--- src/rtl/dmem_arb_pkg.sv ---
// Shared types and constants for the data-memory port arbiter.
//   arb_state_t : FSM encoding (IDLE, ACCESS, RESP)
//   req_id_t    : requester index (0 = datapath, 1 = debug/loader)
//   mem_req_t   : latched request payload (addr, wdata, we)
package dmem_arb_pkg;

  localparam int unsigned XLEN            = 32;
  localparam int unsigned WE_W            = 4;
  localparam int unsigned MAX_MEM_LATENCY = 4;
  // Wide enough to hold MAX_MEM_LATENCY-1.
  localparam int unsigned CNT_W           = 2;

  typedef enum logic [1:0] {
    IDLE   = 2'd0,
    ACCESS = 2'd1,
    RESP   = 2'd2
  } arb_state_t;

  typedef logic req_id_t;

  typedef struct packed {
    logic [XLEN-1:0] addr;
    logic [XLEN-1:0] wdata;
    logic [WE_W-1:0] we;
  } mem_req_t;

  // Force a byte address onto its containing word.
  function automatic logic [XLEN-1:0] word_align(input logic [XLEN-1:0] a);
    return {a[XLEN-1:2], 2'b00};
  endfunction

  // Any set low address bit makes a word access misaligned.
  function automatic logic is_misaligned(input logic [XLEN-1:0] a);
    return (a[1:0] != 2'b00);
  endfunction

endpackage

--- src/rtl/rr_arbiter2.sv ---
// Two-way combinational arbiter.
//   valid0/valid1 : request present from requester 0/1
//   last_grant    : id of the requester granted most recently
//   gnt_any_c     : some requester is granted this cycle
//   gnt_id_c      : id of the granted requester (meaningful when gnt_any_c)
// FIXED_PRIO=0 alternates on a tie; FIXED_PRIO=1 always favours requester 0.
module rr_arbiter2
  import dmem_arb_pkg::*;
#(
  parameter bit FIXED_PRIO = 1'b0
) (
  input  logic    valid0,
  input  logic    valid1,
  input  req_id_t last_grant,
  output logic    gnt_any_c,
  output req_id_t gnt_id_c
);

  always_comb begin
    gnt_any_c = valid0 | valid1;
    gnt_id_c  = 1'b0;
    if (valid0 && valid1) begin
      // Tie: round-robin hands the grant to whoever did not win last time.
      gnt_id_c = FIXED_PRIO ? 1'b0 : ~last_grant;
    end else if (valid1) begin
      gnt_id_c = 1'b1;
    end
  end

endmodule

--- src/rtl/dmem_port_arbiter.sv ---
// Shares the single dmem port between the datapath (requester 0) and the
// debug/program loader (requester 1).
//   clk, rst_n             : clock, async active-low reset
//   reqN_valid/ready       : request handshake (ready combinational, IDLE only)
//   reqN_addr/wdata/we     : request payload, sampled on the handshake edge
//   rspN_valid/rdata/err   : one-cycle response pulse for the owning requester
//   addr_to_dmem, store_data_to_dmem, store_we_to_dmem : memory port drive
//   load_data_from_dmem    : memory port read data
// One transaction in flight at a time: IDLE -> ACCESS (MEM_LATENCY cycles)
// -> RESP (1 cycle) -> IDLE. Misaligned requests skip ACCESS entirely.
module dmem_port_arbiter
  import dmem_arb_pkg::*;
#(
  parameter int unsigned MEM_LATENCY = 1,
  parameter bit          FIXED_PRIO  = 1'b0
) (
  input  logic            clk,
  input  logic            rst_n,

  input  logic            req0_valid,
  output logic            req0_ready,
  input  logic [XLEN-1:0] req0_addr,
  input  logic [XLEN-1:0] req0_wdata,
  input  logic [WE_W-1:0] req0_we,
  output logic            rsp0_valid,
  output logic [XLEN-1:0] rsp0_rdata,
  output logic            rsp0_err,

  input  logic            req1_valid,
  output logic            req1_ready,
  input  logic [XLEN-1:0] req1_addr,
  input  logic [XLEN-1:0] req1_wdata,
  input  logic [WE_W-1:0] req1_we,
  output logic            rsp1_valid,
  output logic [XLEN-1:0] rsp1_rdata,
  output logic            rsp1_err,

  output logic [XLEN-1:0] addr_to_dmem,
  output logic [XLEN-1:0] store_data_to_dmem,
  output logic [WE_W-1:0] store_we_to_dmem,
  input  logic [XLEN-1:0] load_data_from_dmem
);

  localparam logic [CNT_W-1:0] CNT_START = CNT_W'(MEM_LATENCY - 1);

  arb_state_t      state_q, state_d;
  req_id_t         last_grant_q, last_grant_d;
  req_id_t         id_q, id_d;
  mem_req_t        req_q, req_d;
  logic            err_q, err_d;
  logic [CNT_W-1:0] cnt_q, cnt_d;
  logic [XLEN-1:0] data_q, data_d;

  logic            gnt_any_c;
  req_id_t         gnt_id_c;
  mem_req_t        req0_bus, req1_bus, sel_req;

  assign req0_bus = '{addr: req0_addr, wdata: req0_wdata, we: req0_we};
  assign req1_bus = '{addr: req1_addr, wdata: req1_wdata, we: req1_we};
  assign sel_req  = gnt_id_c ? req1_bus : req0_bus;

  // Arbitration between the two requesters.
  rr_arbiter2 #(
    .FIXED_PRIO (FIXED_PRIO)
  ) u_arb (
    .valid0     (req0_valid),
    .valid1     (req1_valid),
    .last_grant (last_grant_q),
    .gnt_any_c  (gnt_any_c),
    .gnt_id_c   (gnt_id_c)
  );

  // State and transaction registers.
  always_ff @(posedge clk or negedge rst_n) begin
    if (!rst_n) begin
      state_q      <= IDLE;
      last_grant_q <= 1'b1;
      id_q         <= 1'b0;
      req_q        <= '0;
      err_q        <= 1'b0;
      cnt_q        <= '0;
      data_q       <= '0;
    end else begin
      state_q      <= state_d;
      last_grant_q <= last_grant_d;
      id_q         <= id_d;
      req_q        <= req_d;
      err_q        <= err_d;
      cnt_q        <= cnt_d;
      data_q       <= data_d;
    end
  end

  // Next-state logic and output muxing.
  always_comb begin
    state_d            = state_q;
    last_grant_d       = last_grant_q;
    id_d               = id_q;
    req_d              = req_q;
    err_d              = err_q;
    cnt_d              = cnt_q;
    data_d             = data_q;

    req0_ready         = 1'b0;
    req1_ready         = 1'b0;
    rsp0_valid         = 1'b0;
    rsp1_valid         = 1'b0;
    rsp0_rdata         = '0;
    rsp1_rdata         = '0;
    rsp0_err           = 1'b0;
    rsp1_err           = 1'b0;
    addr_to_dmem       = '0;
    store_data_to_dmem = '0;
    store_we_to_dmem   = '0;

    unique case (state_q)
      IDLE: begin
        // Ready is held low while reset is asserted even with valid high.
        if (rst_n && gnt_any_c) begin
          req0_ready   = (gnt_id_c == 1'b0);
          req1_ready   = (gnt_id_c == 1'b1);
          id_d         = gnt_id_c;
          last_grant_d = gnt_id_c;
          req_d        = sel_req;
          err_d        = is_misaligned(sel_req.addr);
          data_d       = '0;
          cnt_d        = CNT_START;
          state_d      = is_misaligned(sel_req.addr) ? RESP : ACCESS;
        end
      end

      ACCESS: begin
        addr_to_dmem       = word_align(req_q.addr);
        store_data_to_dmem = req_q.wdata;
        // Byte enables only in the first access cycle: one write per store.
        if (cnt_q == CNT_START) begin
          store_we_to_dmem = req_q.we;
        end
        if (cnt_q == '0) begin
          data_d  = (req_q.we == '0) ? load_data_from_dmem : '0;
          state_d = RESP;
        end else begin
          cnt_d = cnt_q - CNT_W'(1);
        end
      end

      RESP: begin
        rsp0_valid = (id_q == 1'b0);
        rsp1_valid = (id_q == 1'b1);
        rsp0_rdata = (id_q == 1'b0) ? data_q : '0;
        rsp1_rdata = (id_q == 1'b1) ? data_q : '0;
        rsp0_err   = (id_q == 1'b0) && err_q;
        rsp1_err   = (id_q == 1'b1) && err_q;
        state_d    = IDLE;
      end

      default: begin
        state_d = IDLE;
      end
    endcase
  end

endmodule

--- config.mk ---
export PLATFORM = sky130hd
export DESIGN_NAME = dmem_port_arbiter
export DESIGN_NICKNAME = d
export VERILOG_FILES = /design/src/rtl/dmem_arb_pkg.sv /design/src/rtl/rr_arbiter2.sv /design/src/rtl/dmem_port_arbiter.sv
export SDC_FILE = /design/constraint.sdc
export NUM_CORES = 1
export LEC_CHECK = 0
export BUFFER_PORTS_ARGS = -buffer_cell sky130_fd_sc_hd__buf_2
export CORE_UTILIZATION = 30
export CTS_BUF_LIST = sky130_fd_sc_hd__clkbuf_16
export DETAILED_ROUTE_END_ITERATION = 10
export PLACE_DENSITY_LB_ADDON = 0.25
export SYNTH_ARGS = -nofsm -noshare
export SYNTH_HDL_FRONTEND = slang
export SYNTH_SLANG_ARGS = --single-unit
export TNS_END_PERCENT = 50
--- constraint.sdc ---
create_clock -name clk -period 1.72 [get_ports clk]
set_input_delay 0.344 -clock clk [delete_from_list [all_inputs] [get_ports clk]]
set_output_delay 0.344 -clock clk [all_outputs]
set_load 0.01 [all_outputs]
==> results.cfg, run 1 <==
[clock_network]
cts.path.max_buffers = 2
clock-root-buffer = clkbuf_16
clock-sinks = 105
cts_tree = done
cts_buffers = 9
htreeDepth = 3
clock_latency_ns = 0.35
path_clk_slew_ns = 0.07

[sta]
clock_skew_ns = 0.00785
rsz0062_at_grt = true
finalSetupViolCount = 137
hold_ws_ns = 0.0556
slew_viol_final = 0
min_period_over_period_pct = 112
worst_slew_pin_slew_ns = 0.504
max_freq_mhz = 521
finalHoldViolCount = 0
finalCriticalPeriod_ns = 1.92
relSlewSlack_pct = 66.4
setup_slack_ns = -0.201

[critical_path]
cp.arrival_ns = 1.58
r2r_start = state_q[0]$_DFFE_PN0P_
r2r_end = id_q$_DFFE_PN0P_
reg2reg_setup_slack_ns = -0.01
critPathMaxFanout = 16
end_kind = primary output
critical_path_class = flip-flop to primary output
startpoint = state_q[1]$_DFFE_PN0P_
cp-start-kind = flip-flop
crit_end = store_data_to_dmem[27]
required_ns = 1.38
rr_worst_depth = 9

[floorplanning]
core_area_sq_um = 18700
placementRows = 50
die_area_sq_um = 19700
die_y_microns = 140
ioPinCount = 310
initial_core_util_pct = 30.6
die_width_microns = 140

[power]
power_density_nw_per_um2 = 895
p_leak_nw = 4.40
ir_worst_vdd_uv = 444

[synth]
synth_seq_cells = 105
ys_types = 33
synthAdderAreaFrac_pct = 0.218
synth_area_sq_um = 5730
synth_edf_count = 0
muxShareOfSynthArea_pct = 17.3
seq_area_frac_synth_pct = 45.9
synth_top_family_by_area = simple AND/OR/NAND/NOR gates
yosys_warnings = 0
synth_flop_cell = dfrtp_1
syn_avg_cell_area_sq_um = 9.39
async_flop_share_pct = 100
synth_compound_area_share_pct = 7.29
synth_xor_xnor_area_share_pct = 0
syn_inst = 610
synth-simple-area-share_pct = 22.8

[detailed_routing]
drt_first_iter_violations = 135
drc = 0
antenna_left = 0
routed_wirelength_mm = 16.0
first_pass_iters = 4
vias = 5077
via_per_inst = 4.37
routedWlPerCell_microns = 13.8

[global_routing]
grt_pass1_wl_mm = 24.9
gr-usage-all-layers_pct = 16.3
first_global_vias = 4811
grt_overflow_total = 0
antenna_found_initial = 0
grt_max_degree = 89

[cells_and_area]
drive_above_1_share_pct = 41.5
stdcell_count = 1161
area_growth_syn_to_layout_pct = 44.9
diodes = 0
nNetsFinal = 1095

[run_status]
violations = setup timing
status = finished with violations

[job]
max-cap-violations = 0

[place]
hpwl_mm = 11.6
dp.cells = 1133
gp_congestion = 0.731
port_buffers = 307

[worst_hold_path]
hold_path.class = input pin to asynchronous set/reset pin
==> cell usage in the layout (no fill, tap or decap), drive strengths merged, types with 3 or more instances in the layout <==
master,Yosys,layout
mux2i,98,98
clkbuf,21,11
inv,35,36
nand2,100,100
clkinv,0,5
o21ai,71,71
o21a,3,3
and3,4,4
buf,23,341
dfrtp,104,104
and2,130,130
a21oi,3,3
==> cells by family (layout without fill, tap and decap cells) <==
| kind of cell | Yosys count | in the layout |
|---|---|---|
| buffers and inverters | 79 | 395 |
| AO/OA/AOI/OAI | 80 | 80 |
| flip-flops | 105 | 105 |
| adder cells (fa/ha/maj) | 1 | 1 |
| multiplexers | 99 | 99 |
| other | 1 | 2 |
| AND/OR/NAND/NOR | 245 | 245 |
==> routing by layer <==
| metal | share of wire [%] | track usage [%] | vias to the layer above |
|---|---|---|---|
| met3 | 5.8 | 3.25 | 15 |
| met5 | 0 | 0 | - |
| met4 | 1.6 | 5.96 | 0 |
| met2 | 48 | 28.0 | 195 |
| li1 | - | - | 2595 |
| met1 | 45 | 20.1 | 2272 |
==> cell type report <==
cell class,instances,area [sq um]
clock buffers,9,225
clock inverters,7,46.3
fillers,1878,10400
inverters,35,131
multi-input cells,427,2810
flip-flops and latches,105,2630
well taps,234,293
repair buffers,344,2170
==> synthesized netlist by cell type (2+ instances only) <==
master    number  area [sq um]
nand3_1        2          10.0
and3_1         4          25.0
a21oi_1        3          15.0
buf_6          2          22.5
and2_1       130           813
buf_4         13          97.6
clkbuf_1      20          75.1
o21ai_0       20           100
buf_2          8          40.0
o21ai_1       50           250
o21a_1         3          22.5
mux2i_1       98           981
nand2_1      100           375
dfrtp_1      104          2600
inv_1         35           131
==> state kept, by name, summed over array words and instances (netlist names) <==
signal / count
state_q: 2
last_grant_q: 1
req_q: 66
id_q: 1
data_q: 32
cnt_q: 2
err_q: 1
==> worst min path at each step <==
stage          start                     end  slack (ns)
2_1_floorplan  rst_n    cnt_q[0]$_DFFE_PN0P_        0.05
3_3_place_gp   rst_n        id_q$_DFFE_PN0P_        0.38
3_5_place_dp   rst_n        id_q$_DFFE_PN0P_        0.38
4_1_cts        rst_n  data_q[15]$_DFFE_PN0P_         0.1
5_1_grt        rst_n       err_q$_DFFE_PN0P_        0.12
6_report       rst_n  data_q[27]$_DFFE_PN0P_        0.06
==> report_power, final <==
group | total [W] | switching [W] | internal (W) | leakage [nW]
registers | 0.00348 | 0.000385 | 0.00310 | 1.35
clock network | 0.00194 | 0.000955 | 0.000981 | 0.131
logic | 0.00202 | 0.00101 | 0.00100 | 2.92
total | 0.00743 | 0.00235 | 0.00508 | 4.40
==> timing repair <==
item / 4_1_cts / 5_1_grt
pin swaps: 4 / 21
endpoints found under the setup margin: 136 / 137
hold buffers: 1 / 0
cloned: 0 / 2
gates resized for setup: 10 / 43
buffers inserted: 7 / 2
hold endpoints to repair: 17 / 0
==> metrics by stage <==
step	setup TNS [ns]	worst slack, ns	cell area (sq um)	total power [W]	utilization (%)
6_report	-19.43	-0.201	8300	0.00743	44.4
5_1_grt	-31.25	-0.279	8300	0.00797	44.4
4_1_cts	-21.65	-0.213	8050	0.00750	43.0
3_5_place_dp	0	0.0782	7670	0.00547	41.0
3_3_place_gp	0	0.0925	7670	0.00544	41.0
2_1_floorplan	0	0.119	5730	0.00460	-
==> critical path: stages (launching register included) <==
cell and delay, ns:
dfrtp_1 0.37, and2b_4 0.38, clkbuf_16 0.21, and2_1 0.14, buf_2 0.12
No activity file was read; power rests on OpenSTA's default activity.
==> run 2: changes to the inputs <==
PLACE_DENSITY_LB_ADDON = unset   (was 0.25)
==> results.cfg, run 2 (synthesis results as in run 1) <==
[cells_and_area]
area_growth_syn_to_layout_pct = 41.0
diodes = 0
final_common_cell = buf_2
top_register = req_q
num-fill-cells = 1886
largest_reg_flops = 66
final_cell_mix = buf_2, and2_1, dfrtp_1
largest_registers = req_q x66, data_q x32
drive_above_1_share_pct = 39.9
nNetsFinal = 1087
stdcell_area_sq_um = 8080
multiInputGateArea_sq_um = 2780
register_area_sq_um = 2630

[sta]
finalHoldViolCount = 0
finalSetupViolCount = 135
finalCriticalPeriod_ns = 1.93
setup_slack_ns = -0.207
clock_skew_ns = 0.0126
relSlewSlack_pct = 36.5
min_period_over_period_pct = 112
max_freq_mhz = 519
worst_slew_pin_slew_ns = 0.953
rsz0062_at_grt = true
slew_viol_final = 0

[critical_path]
rr_worst_depth = 7
r2r_end = req_q[11]$_DFFE_PN0P_
end_kind = primary output
startpoint = state_q[1]$_DFFE_PN0P_
required_ns = 1.38
reg2reg_setup_slack_ns = 0.09
critical_path_class = flip-flop to primary output
cp-start-kind = flip-flop
cp.arrival_ns = 1.58
r2r_start = state_q[0]$_DFFE_PN0P_
critPathMaxFanout = 42
crit_end = store_we_to_dmem[1]

[floorplanning]
die_y_microns = 140
initial_core_util_pct = 30.6
die_area_sq_um = 19700
core_area_sq_um = 18700
placementRows = 50
die_width_microns = 140
ioPinCount = 310

[clock_network]
path_clk_slew_ns = 0.07
cts_tree = done
ctsHoldBuffers = 0
clock-root-buffer = clkbuf_16
clock_latency_ns = 0.35
cts.path.max_buffers = 2
htreeDepth = 3
clock-sinks = 105
cts_buffers = 9

[global_routing]
grt_pass1_wl_mm = 24.2
gr-usage-all-layers_pct = 15.8
grt_overflow_total = 0
antenna_found_initial = 0
grt_max_degree = 90
first_global_vias = 4676

[detailed_routing]
drc = 0
vias = 5014
drt_first_iter_violations = 153
via_per_inst = 4.35
routedWlPerCell_microns = 13.4
first_pass_iters = 4
routed_wirelength_mm = 15.5
antenna_left = 0

[job]
max-cap-violations = 0

[run_status]
violations = setup timing
status = finished with violations

[worst_hold_path]
hold_path.class = input pin to asynchronous set/reset pin

[power]
ir_worst_vdd_uv = 541
power_w = 0.00735
power_density_nw_per_um2 = 909
p_leak_nw = 4.33

[place]
gp_congestion = 0.729
port_buffers = 307
dpl_cell_area_sq_um = 7680
hpwl_mm = 11.6
[run 2: cell count changes in the layout (fill, tap and decap cells not counted), moves of 2 or more]
cell | before | now
and2_1 | 114 | 124
and3_1 | 1 | 4
buf_4 | 18 | 20
buf_6 | 28 | 13
and3_4 | 3 | 0
clkbuf_16 | 11 | 9
buf_2 | 283 | 292
and2_4 | 16 | 6
[run 2: power breakdown]
group / internal, W / switching (W)
Sequential: 0.00309 / 0.000341
Combinational: 0.000985 / 0.00100
Clock: 0.000981 / 0.000943
Total: 0.00506 / 0.00229
[run 2: final cells by class]
type	instances	area share [%]
multi-input combinational	427	34.4
inverter	35	1.63
sequential	105	32.5
timing repair buffer	336	24.5
tap	234	3.62
clock inverter	7	0.573
clock buffer	9	2.79
[run 2: critical path, stage by stage, from the launching register on]
cell and delay, ns:
dfrtp_1 0.42, and2b_2 0.31, buf_12 0.21, and3_1 0.17
buf_2 0.13
[run 2: worst min-delay path by stage]
stage	endpoint	slack, ns
2_1_floorplan	cnt_q[0]$_DFFE_PN0P_	0.05
3_3_place_gp	data_q[27]$_DFFE_PN0P_	0.45
3_5_place_dp	data_q[26]$_DFFE_PN0P_	0.45
4_1_cts	data_q[26]$_DFFE_PN0P_	0.06
5_1_grt	data_q[26]$_DFFE_PN0P_	0.1
6_report	data_q[26]$_DFFE_PN0P_	0.06
[run 2: through the flow]
stage | TNS (ns) | hold WS [ns] | utilization [%] | std cells | setup slack, ns
floorplan | 0 | 0.0484 | - | 611 | 0.119
global placement | 0 | 0.451 | 41.1 | 1134 | 0.0346
detailed placement | 0 | 0.450 | 41.1 | 1134 | 0.00928
CTS | -25.58 | 0.0650 | 42.9 | 1153 | -0.245
global route | -32.51 | 0.0959 | 43.2 | 1153 | -0.289
finish | -20.68 | 0.0576 | 43.2 | 1153 | -0.207
[run 2: timing repair]
action / 4_1_cts / 5_1_grt
buffers inserted: 3 / 0
setup endpoints to repair: 137 / 138
pin swaps: 14 / 5
resized for setup: 12 / 11
gates cloned: 0 / 0
[run 2: layer usage]
layer | GRT usage (%) | share of wire (%) | vias to the layer above
met5 | 0 | 0 | -
met4 | 5.21 | 1.2 | 0
met3 | 3.15 | 5.7 | 11
met2 | 28.4 | 51 | 191
met1 | 18.8 | 42 | 2230
li1 | - | - | 2582
